### config.mk
export PLATFORM = sky130hd
export DESIGN_NAME = instruction_fetch_unit
export DESIGN_NICKNAME = d
export VERILOG_FILES = /design/src/rtl/instruction_fetch_unit.sv
export SDC_FILE = /design/constraint.sdc
export NUM_CORES = 1
export LEC_CHECK = 0
export ABC_AREA = 0
export CAP_MARGIN = 20
export CORE_ASPECT_RATIO = 1.4
export CORE_MARGIN = 2
export CORE_UTILIZATION = 50
export CTS_CLUSTER_SIZE = 14
export DETAILED_ROUTE_END_ITERATION = 7
export PLACE_DENSITY = 0.74
export SETUP_SLACK_MARGIN = 0.05
export SLEW_MARGIN = 20
export SYNTH_ARGS = -nofsm -noshare
export SYNTH_HDL_FRONTEND = slang
export SYNTH_SLANG_ARGS = --single-unit
### constraint.sdc
create_clock -name clk -period 4.3 [get_ports clk]
set_input_delay 0.86 -clock clk [delete_from_list [all_inputs] [get_ports clk]]
set_output_delay 0.86 -clock clk [all_outputs]
set_load 0.02 [all_outputs]
### src/rtl/instruction_fetch_unit.sv
// Fetch stage: issues sequential word fetches (one in flight), buffers returned
// words with their PCs in a small FIFO and supports redirect-with-flush.
module instruction_fetch_unit #(
    parameter logic [31:0] RESET_PC   = 32'h0000_0000,
    parameter int          FIFO_DEPTH = 4
) (
    input  logic                          clk,
    input  logic                          resetn,
    output logic                          mem_req_valid,
    input  logic                          mem_req_ready,
    output logic [31:0]                   mem_req_addr,
    input  logic                          mem_rsp_valid,
    input  logic [31:0]                   mem_rsp_data,
    output logic                          inst_valid,
    input  logic                          inst_ready,
    output logic [31:0]                   inst_data,
    output logic [31:0]                   inst_pc,
    input  logic                          redirect_valid,
    input  logic [31:0]                   redirect_pc,
    output logic [$clog2(FIFO_DEPTH):0]   fifo_count
);

    localparam int AW = $clog2(FIFO_DEPTH);
    localparam int CW = AW + 1;
    localparam logic [CW-1:0] DEPTH_C = CW'(FIFO_DEPTH);

    typedef enum logic [1:0] {
        S_FETCH   = 2'd0,
        S_WAIT    = 2'd1,
        S_DISCARD = 2'd2
    } state_t;

    state_t        r_state;
    state_t        w_state_nxt;
    logic [31:0]   r_fetch_pc;
    logic [31:0]   r_req_pc;
    logic [31:0]   r_fifo_data [FIFO_DEPTH];
    logic [31:0]   r_fifo_pc   [FIFO_DEPTH];
    logic [AW-1:0] r_wr_ptr;
    logic [AW-1:0] r_rd_ptr;
    logic [CW-1:0] r_count;
    logic          w_can_issue;
    logic          w_accept;
    logic          w_push;
    logic          w_pop;
    logic          w_unused;

    // Issue only with a free slot, so the FIFO can never overflow.
    assign w_can_issue   = (r_state == S_FETCH) && (r_count < DEPTH_C) && !redirect_valid && !resetn;
    assign w_accept      = w_can_issue && mem_req_ready;
    assign mem_req_valid = w_can_issue;
    assign mem_req_addr  = r_fetch_pc;

    assign inst_valid = (r_count != '0) && !resetn;
    assign inst_data  = inst_valid ? r_fifo_data[r_rd_ptr] : 32'h0;
    assign inst_pc    = inst_valid ? r_fifo_pc[r_rd_ptr]   : 32'h0;
    assign fifo_count = resetn ? '0 : r_count;
    assign w_pop      = inst_valid && inst_ready && !redirect_valid;
    assign w_unused   = &{1'b0, redirect_pc[1:0]};

    always_comb begin
        w_state_nxt = r_state;
        w_push      = 1'b0;
        case (r_state)
            S_FETCH: begin
                if (w_accept) begin
                    w_state_nxt = S_WAIT;
                end
            end
            S_WAIT: begin
                if (mem_rsp_valid) begin
                    w_push      = !redirect_valid;
                    w_state_nxt = S_FETCH;
                end else if (redirect_valid) begin
                    w_state_nxt = S_DISCARD;
                end
            end
            S_DISCARD: begin
                if (mem_rsp_valid) begin
                    w_state_nxt = S_FETCH;
                end
            end
            default: w_state_nxt = S_FETCH;
        endcase
    end

    always_ff @(posedge clk) begin
        if (resetn) begin
            r_state    <= S_FETCH;
            r_fetch_pc <= RESET_PC;
            r_wr_ptr   <= '0;
            r_rd_ptr   <= '0;
            r_count    <= '0;
        end else begin
            r_state <= w_state_nxt;
            if (redirect_valid) begin
                r_fetch_pc <= {redirect_pc[31:2], 2'b00};
                r_wr_ptr   <= '0;
                r_rd_ptr   <= '0;
                r_count    <= '0;
            end else begin
                if (w_accept) begin
                    r_fetch_pc <= r_fetch_pc + 32'd4;
                end
                if (w_push) begin
                    r_wr_ptr <= r_wr_ptr + AW'(1);
                end
                if (w_pop) begin
                    r_rd_ptr <= r_rd_ptr + AW'(1);
                end
                case ({w_push, w_pop})
                    2'b10:   r_count <= r_count + CW'(1);
                    2'b01:   r_count <= r_count - CW'(1);
                    default: r_count <= r_count;
                endcase
            end
        end
    end

    // Buffer storage carries no reset; validity is tracked by the pointers.
    always_ff @(posedge clk) begin
        if (w_accept) begin
            r_req_pc <= r_fetch_pc;
        end
        if (w_push) begin
            r_fifo_data[r_wr_ptr] <= mem_rsp_data;
            r_fifo_pc[r_wr_ptr]   <= r_req_pc;
        end
    end

endmodule

==> flow_summary.json, run 1 <==
{
  "synthMuxAreaShare_pct": 11.7,
  "async_flop_share_pct": 0,
  "synth_top_family_by_area": "multiplexers",
  "worstPathArrival_ps": 2980,
  "worstPathMaxFanout": 65,
  "yosys_most_used_dff": "edfxtp_1",
  "synth_largest_area_cell": "edfxtp_1",
  "nNetsFinal": 964,
  "grt_max_degree": 66,
  "power_density_nw_per_um2": 385,
  "setup-tns-final_ps": 0,
  "synthSimpleGateAreaFrac_pct": 8.59,
  "final_area_um2": 15500,
  "drv_cap": 0,
  "yosysSeqAreaShare_pct": 73.2,
  "hold_path_class": "reg2reg",
  "rsz0062_at_grt": "no",
  "vias": 6708,
  "drc": 0,
  "fp.dieH_um": 191,
  "cp.required_ps": 3440,
  "yosysWarnings": 0,
  "grt_overflow": 0,
  "rr_worst_depth": 11,
  "htreeDepth": 1,
  "min_period_over_period_pct": 89.3,
  "wl_per_cell_um": 20.0,
  "syn_inst": 712,
  "final-hold-violation-count": 0,
  "synth.ff_latch_count": 319,
  "status": "complete, no violations",
  "ir_worst_vdd_mv": 0.264,
  "clk_path_buf_depth": 3,
  "critical-path-max-stage-delay_ps": 550,
  "worst_pin_slew_ps": 679,
  "drive_gt1_share_pct": 13.9,
  "portBuffers": 164,
  "crit_type": "in2out",
  "synth_area_leaders": "edfxtp_1, mux4_2, dfxtp_1",
  "finalMaxSlewViolations": 0,
  "cts.sinks": 319,
  "rows": 68,
  "synth_xor_area_share_pct": 2.03,
  "yosys.area_share.adder_pct": 0.759,
  "first_iter_violations": 462,
  "crit_path_frequent_cell": "clkdlybuf4s50_1",
  "relSlewSlack_pct": 54.5,
  "cts_tree": "yes",
  "layout_commonest_cell": "edfxtp_1",
  "initial_core_util_pct": 50.8,
  "vias_per_cell": 5.50,
  "core_area_um2": 24700,
  "synth_top_cell_area_share_pct": 66.6,
  "diodes": 0,
  "ant_nets": 0,
  "end_kind": "primary output",
  "grt_pass1_wl_um": 37300,
  "synth_edf_count": 278,
  "insertion_delay_ps": 540,
  "post_cts_buffers": 0,
  "grt_usage_pct": 18.7,
  "endpoint": "inst_data[29]",
  "die_w_um": 138,
  "dieArea_um2": 26400,
  "antenna_found_initial": 0,
  "detailed_place_hpwl_um": 15800,
  "start_kind": "input pin",
  "clkTransAtPathRegs_ps": 60,
  "skew_ps": 18.8,
  "r2r-start": "r_count[2]$_SDFFE_PP0P_",
  "grt_pass1_vias": 6882,
  "synth.distinct_cells": 40,
  "slowest_stage": "clkdlybuf4s50_1",
  "pin_count": 171,
  "fmax_mhz": 260,
  "startpoint": "resetn",
  "placed_cell_area_um2": 14600,
  "dr.pass1.iters": 4,
  "cp_cell_sequence": "clkdlybuf4s50_1, nor2b_1, or3_2, buf_12, and2_1, clkdlybuf4s50_1",
  "cts_hold_buf": 0,
  "cts_buffers": 28,
  "r2r_end": "r_count[2]$_SDFFE_PP0P_",
  "synth_compound_area_share_pct": 2.08,
  "rrSetupSlack_ps": 1690,
  "setup_viol": 0,
  "root_buffer": "clkbuf_16",
  "syn_area_per_cell_um2": 17.6,
  "p_leak_uw": 0.00489,
  "synth_area_um2": 12500,
  "place.gp.congestion": 0.915,
  "routed_wl_um": 24400,
  "syn2layout_area_growth_pct": 23.5,
  "mostFrequentLayoutCells": "edfxtp_1, clkdlybuf4s50_1, and2_1, mux4_2, dfxtp_1",
  "cts_resized": 0,
  "period_needed_ps": 3840
}
[critical path: cells and delay by family]
family | cells | cell delay [ps]
simple gates | 3 | 790
buf+inv | 3 | 1290
[cells in the mapped netlist, drive strengths merged (9+ instances only)]
master / count
nor4: 11
edfxtp: 278
buf: 13
and2: 67
nand4: 9
mux4: 62
clkbuf: 24
nand3: 16
inv: 12
a21oi: 20
xor2: 16
nand2: 33
dfxtp: 41
nor2: 33
a211oi: 12
xnor2: 13
[report_power, final]
group | total (uW) | internal (uW) | switching [uW]
Clock | 2290 | 1280 | 1010
Combinational | 239 | 124 | 115
Sequential | 3430 | 3390 | 44.3
Total | 5960 | 4800 | 1170
[cell type report]
| class | instances | area [um2] |
|---|---|---|
| inverters | 12 | 45.0 |
| multi-input cells | 347 | 3170 |
| well taps | 315 | 394 |
| fillers | 1842 | 9200 |
| repair buffers | 179 | 1850 |
| flip-flops and latches | 319 | 9180 |
| clock buffers | 37 | 754 |
| clock inverters | 10 | 80.1 |
[metrics by stage]
| stage | power, uW | setup slack, ps | hold WS, ps | utilization [%] | cells |
|---|---|---|---|---|---|
| finish | 5960 | 459 | 499 | 62.7 | 1219 |
| global route | 6150 | 368 | 518 | 62.7 | 1219 |
| CTS | 6030 | 442 | 493 | 62.7 | 1219 |
| detailed placement | 3740 | 447 | 483 | 59.3 | 1172 |
| global placement | 3730 | 445 | 469 | 59.3 | 1172 |
| floorplan | 3590 | 1130 | 459 | - | 715 |
[layer usage]
metal  share of wire [%]  GRT usage, %  vias to the layer above  wire length, um
met5                   0             0                        -                0
met2                  53          33.9                      198            12800
li1                    -             -                     3099                -
met1                  40          22.9                     3365             9640
met4                 2.7          5.97                        0              661
met3                 5.1          2.94                       46             1240
[flip-flops by register name, summed over array words and instances (netlist names), named ones only]
signal,flops
r_fifo_data,128
r_count,3
r_rd_ptr,2
mem_req_addr,30
r_req_pc,30
r_fifo_pc,120
r_state,2
r_wr_ptr,2
[worst min-delay path by stage]
stage / start / endpoint / depth (start not counted)
final: r_req_pc[22]$_DFFE_PP_ / r_fifo_pc[2][22]$_DFFE_PP_ / 0
after global routing: r_req_pc[22]$_DFFE_PP_ / r_fifo_pc[2][22]$_DFFE_PP_ / 0
after CTS: r_req_pc[24]$_DFFE_PP_ / r_fifo_pc[3][24]$_DFFE_PP_ / 0
after detailed placement: r_req_pc[22]$_DFFE_PP_ / r_fifo_pc[3][22]$_DFFE_PP_ / 0
after global placement: r_req_pc[23]$_DFFE_PP_ / r_fifo_pc[3][23]$_DFFE_PP_ / 0
after floorplan: r_req_pc[10]$_DFFE_PP_ / r_fifo_pc[0][10]$_DFFE_PP_ / 0
[cells by family after synthesis]
kind of cell | after synthesis
xor+xnor | 29
buf+inv | 49
mux | 68
compound gates | 43
fa+ha+maj | 7
simple gates | 196
flops | 319
other cells | 1
(Power assumes the default switching activity.)
==> inputs of run 2 (changes only) <==
--- a/config.mk
+++ b/config.mk
@@ -12,6 +12,7 @@
 export CORE_UTILIZATION = 50
 export CTS_CLUSTER_SIZE = 14
 export DETAILED_ROUTE_END_ITERATION = 7
+export GPL_ROUTABILITY_DRIVEN = 0
 export PLACE_DENSITY = 0.74
 export SETUP_SLACK_MARGIN = 0.05
 export SLEW_MARGIN = 20
==> flow_summary.json, run 2 (synthesized netlist as in run 1, its figures left out) <==
{
  "clk_path_buf_depth": 3,
  "cp_num_buf_inv": 3,
  "grt_util_met1_pct": 23.4,
  "min_period_over_period_pct": 88.8,
  "detailed_place_hpwl_um": 15100,
  "rsz0062_at_grt": "no",
  "start_kind": "input pin",
  "final-hold-violation-count": 0,
  "cp.required_ps": 3440,
  "p_sw_share_pct": 19.3,
  "slowest_stage": "clkdlybuf4s50_1",
  "holdCritStartpoint": "r_req_pc[18]$_DFFE_PP_",
  "drive_gt1_share_pct": 14.2,
  "cp_top_family": "buffers and inverters",
  "core_area_um2": 24700,
  "p_sw_uw": 1190,
  "status": "complete, no violations",
  "multi_input_area_um2": 3170,
  "regMostFlops": "r_fifo_data",
  "grt_usage_pct": 18.3,
  "placed_cell_area_um2": 14600,
  "p_leak_uw": 0.00493,
  "layout_commonest_cell": "edfxtp_1",
  "setup-tns-final_ps": 0,
  "cts_hold_buf": 0,
  "pwr-share-comb_pct": 3.9,
  "internal_power_uw": 4970,
  "routed_wl_um": 23900,
  "cp_cell_sequence": "clkdlybuf4s50_1, nor2b_1, or3_2, buf_12, and2_1, clkdlybuf4s50_1",
  "grt_pass1_vias": 6806,
  "worstPathMaxFanout": 65,
  "antenna_found_initial": 0,
  "mostFrequentLayoutCells": "edfxtp_1, clkdlybuf4s50_1, and2_1, mux4_2, dfxtp_1",
  "cts_buffers": 29,
  "r2r-start": "r_count[2]$_SDFFE_PP0P_",
  "crit_path_frequent_cell": "clkdlybuf4s50_1",
  "clkPwrFrac_pct": 40.4,
  "nNetsFinal": 965,
  "hold_path_class": "reg2reg",
  "grt-busiest-layer": "met2",
  "die_w_um": 138,
  "pin_count": 171,
  "drv_cap": 0,
  "final_area_um2": 15600,
  "power_density_nw_per_um2": 396,
  "syn2layout_area_growth_pct": 24.2,
  "grtUsageMet3_pct": 2.20,
  "min_to": "r_fifo_pc[2][18]$_DFFE_PP_",
  "fp.dieH_um": 191,
  "p_seq_share_pct": 55.7,
  "fill_cells": 1808,
  "dr.pass1.iters": 5,
  "cts_resized": 0,
  "rr_worst_depth": 11,
  "first_iter_violations": 397,
  "post_cts_buffers": 0,
  "use_met2_pct": 32.6,
  "finalMaxSlewViolations": 0,
  "vias": 6680,
  "path_depth": 6,
  "min_path_cells": 0,
  "initial_core_util_pct": 50.8,
  "setup_viol": 0,
  "insertion_delay_ps": 540,
  "period_needed_ps": 3820,
  "cts_tree": "yes",
  "relSlewSlack_pct": 52.3,
  "ant_nets": 0,
  "vias_per_cell": 5.45,
  "ir_worst_vdd_mv": 0.337,
  "cts.sinks": 319,
  "htreeDepth": 1,
  "dieArea_um2": 26400,
  "largest_reg_flops": 128,
  "drc": 0,
  "root_buffer": "clkbuf_16",
  "fmax_mhz": 262,
  "rrSetupSlack_ps": 1680,
  "worst_pin_slew_ps": 712,
  "grt_pass1_wl_um": 36700,
  "wl_per_cell_um": 19.5,
  "reg_top3": "r_fifo_data x128, r_fifo_pc x120",
  "grt_max_degree": 66,
  "clkTransAtPathRegs_ps": 60,
  "critical-path-max-stage-delay_ps": 560,
  "skew_ps": 17.9,
  "grt_overflow": 0,
  "crit_type": "in2out",
  "worstPathArrival_ps": 2960,
  "diodes": 0,
  "r2r_end": "r_count[2]$_SDFFE_PP0P_",
  "rows": 68,
  "end_kind": "primary output",
  "portBuffers": 164,
  "regArea_um2": 9180
}
-- run 2: changes by cell type in the layout (fill, tap and decap cells not counted), sizes merged --
cell and change:
bufinv +2, clkbuf +5, inv +2, clkinv -3
-- run 2: final cells by class --
| class | count | area share (%) |
|---|---|---|
| Inverter | 12 | 0.290 |
| Multi-Input combinational cell | 347 | 20.4 |
| Timing Repair Buffer | 179 | 11.8 |
| Sequential cell | 319 | 59.0 |
| Clock inverter | 11 | 0.853 |
| Clock buffer | 42 | 5.11 |
| Tap cell | 315 | 2.53 |
-- run 2: power groups by stage --
| stage | Combinational, uW | Clock, uW | Sequential (uW) |
|---|---|---|---|
| after detailed placement | 238 | 0 | 3500 |
| after global placement | 236 | 0 | 3500 |
| after global routing | 255 | 2660 | 3440 |
| after CTS | 240 | 2550 | 3430 |
| final | 238 | 2490 | 3430 |
| after floorplan | 82.4 | 0 | 3510 |
-- run 2: worst max-delay path by stage --
stage,from,to,slack [ps]
finish,resetn,inst_pc[9],480
global route,resetn,inst_pc[21],390
CTS,resetn,inst_data[29],460
detailed placement,resetn,inst_data[29],470
global placement,resetn,inst_pc[21],480
floorplan,redirect_valid,r_fifo_data[0][0]$_DFFE_PP_,1130
-- run 2: metrics by stage --
stage                     util, %  hold WS, ps  cells  total power [uW]  setup WS, ps
after CTS                    63.1          493   1225              6230           461
after global placement       59.3          469   1172              3730           480
after global routing         63.1          512   1225              6350           389
after detailed placement     59.3          481   1172              3740           471
after floorplan                 -          459    715              3590          1130
final                        63.1          493   1225              6160           481
-- run 2: metal layers --
| metal | up-vias | wire length [um] |
|---|---|---|
| met2 | 240 | 12500 |
| met1 | 3292 | 9580 |
| li1 | 3108 | - |
| met4 | 0 | 549 |
| met5 | - | 0 |
| met3 | 40 | 1310 |
-- run 2: worst register-to-register path: cells and delay by family, from the launching register on --
family / cells / cell delay (ps)
AOI/OAI and AO/OA: 1 / 150
xor gates and xnor gates: 1 / 150
adders and majority gates: 2 / 580
buffers and inverters: 2 / 290
DFF: 1 / 450
and+or+nand+nor: 5 / 930
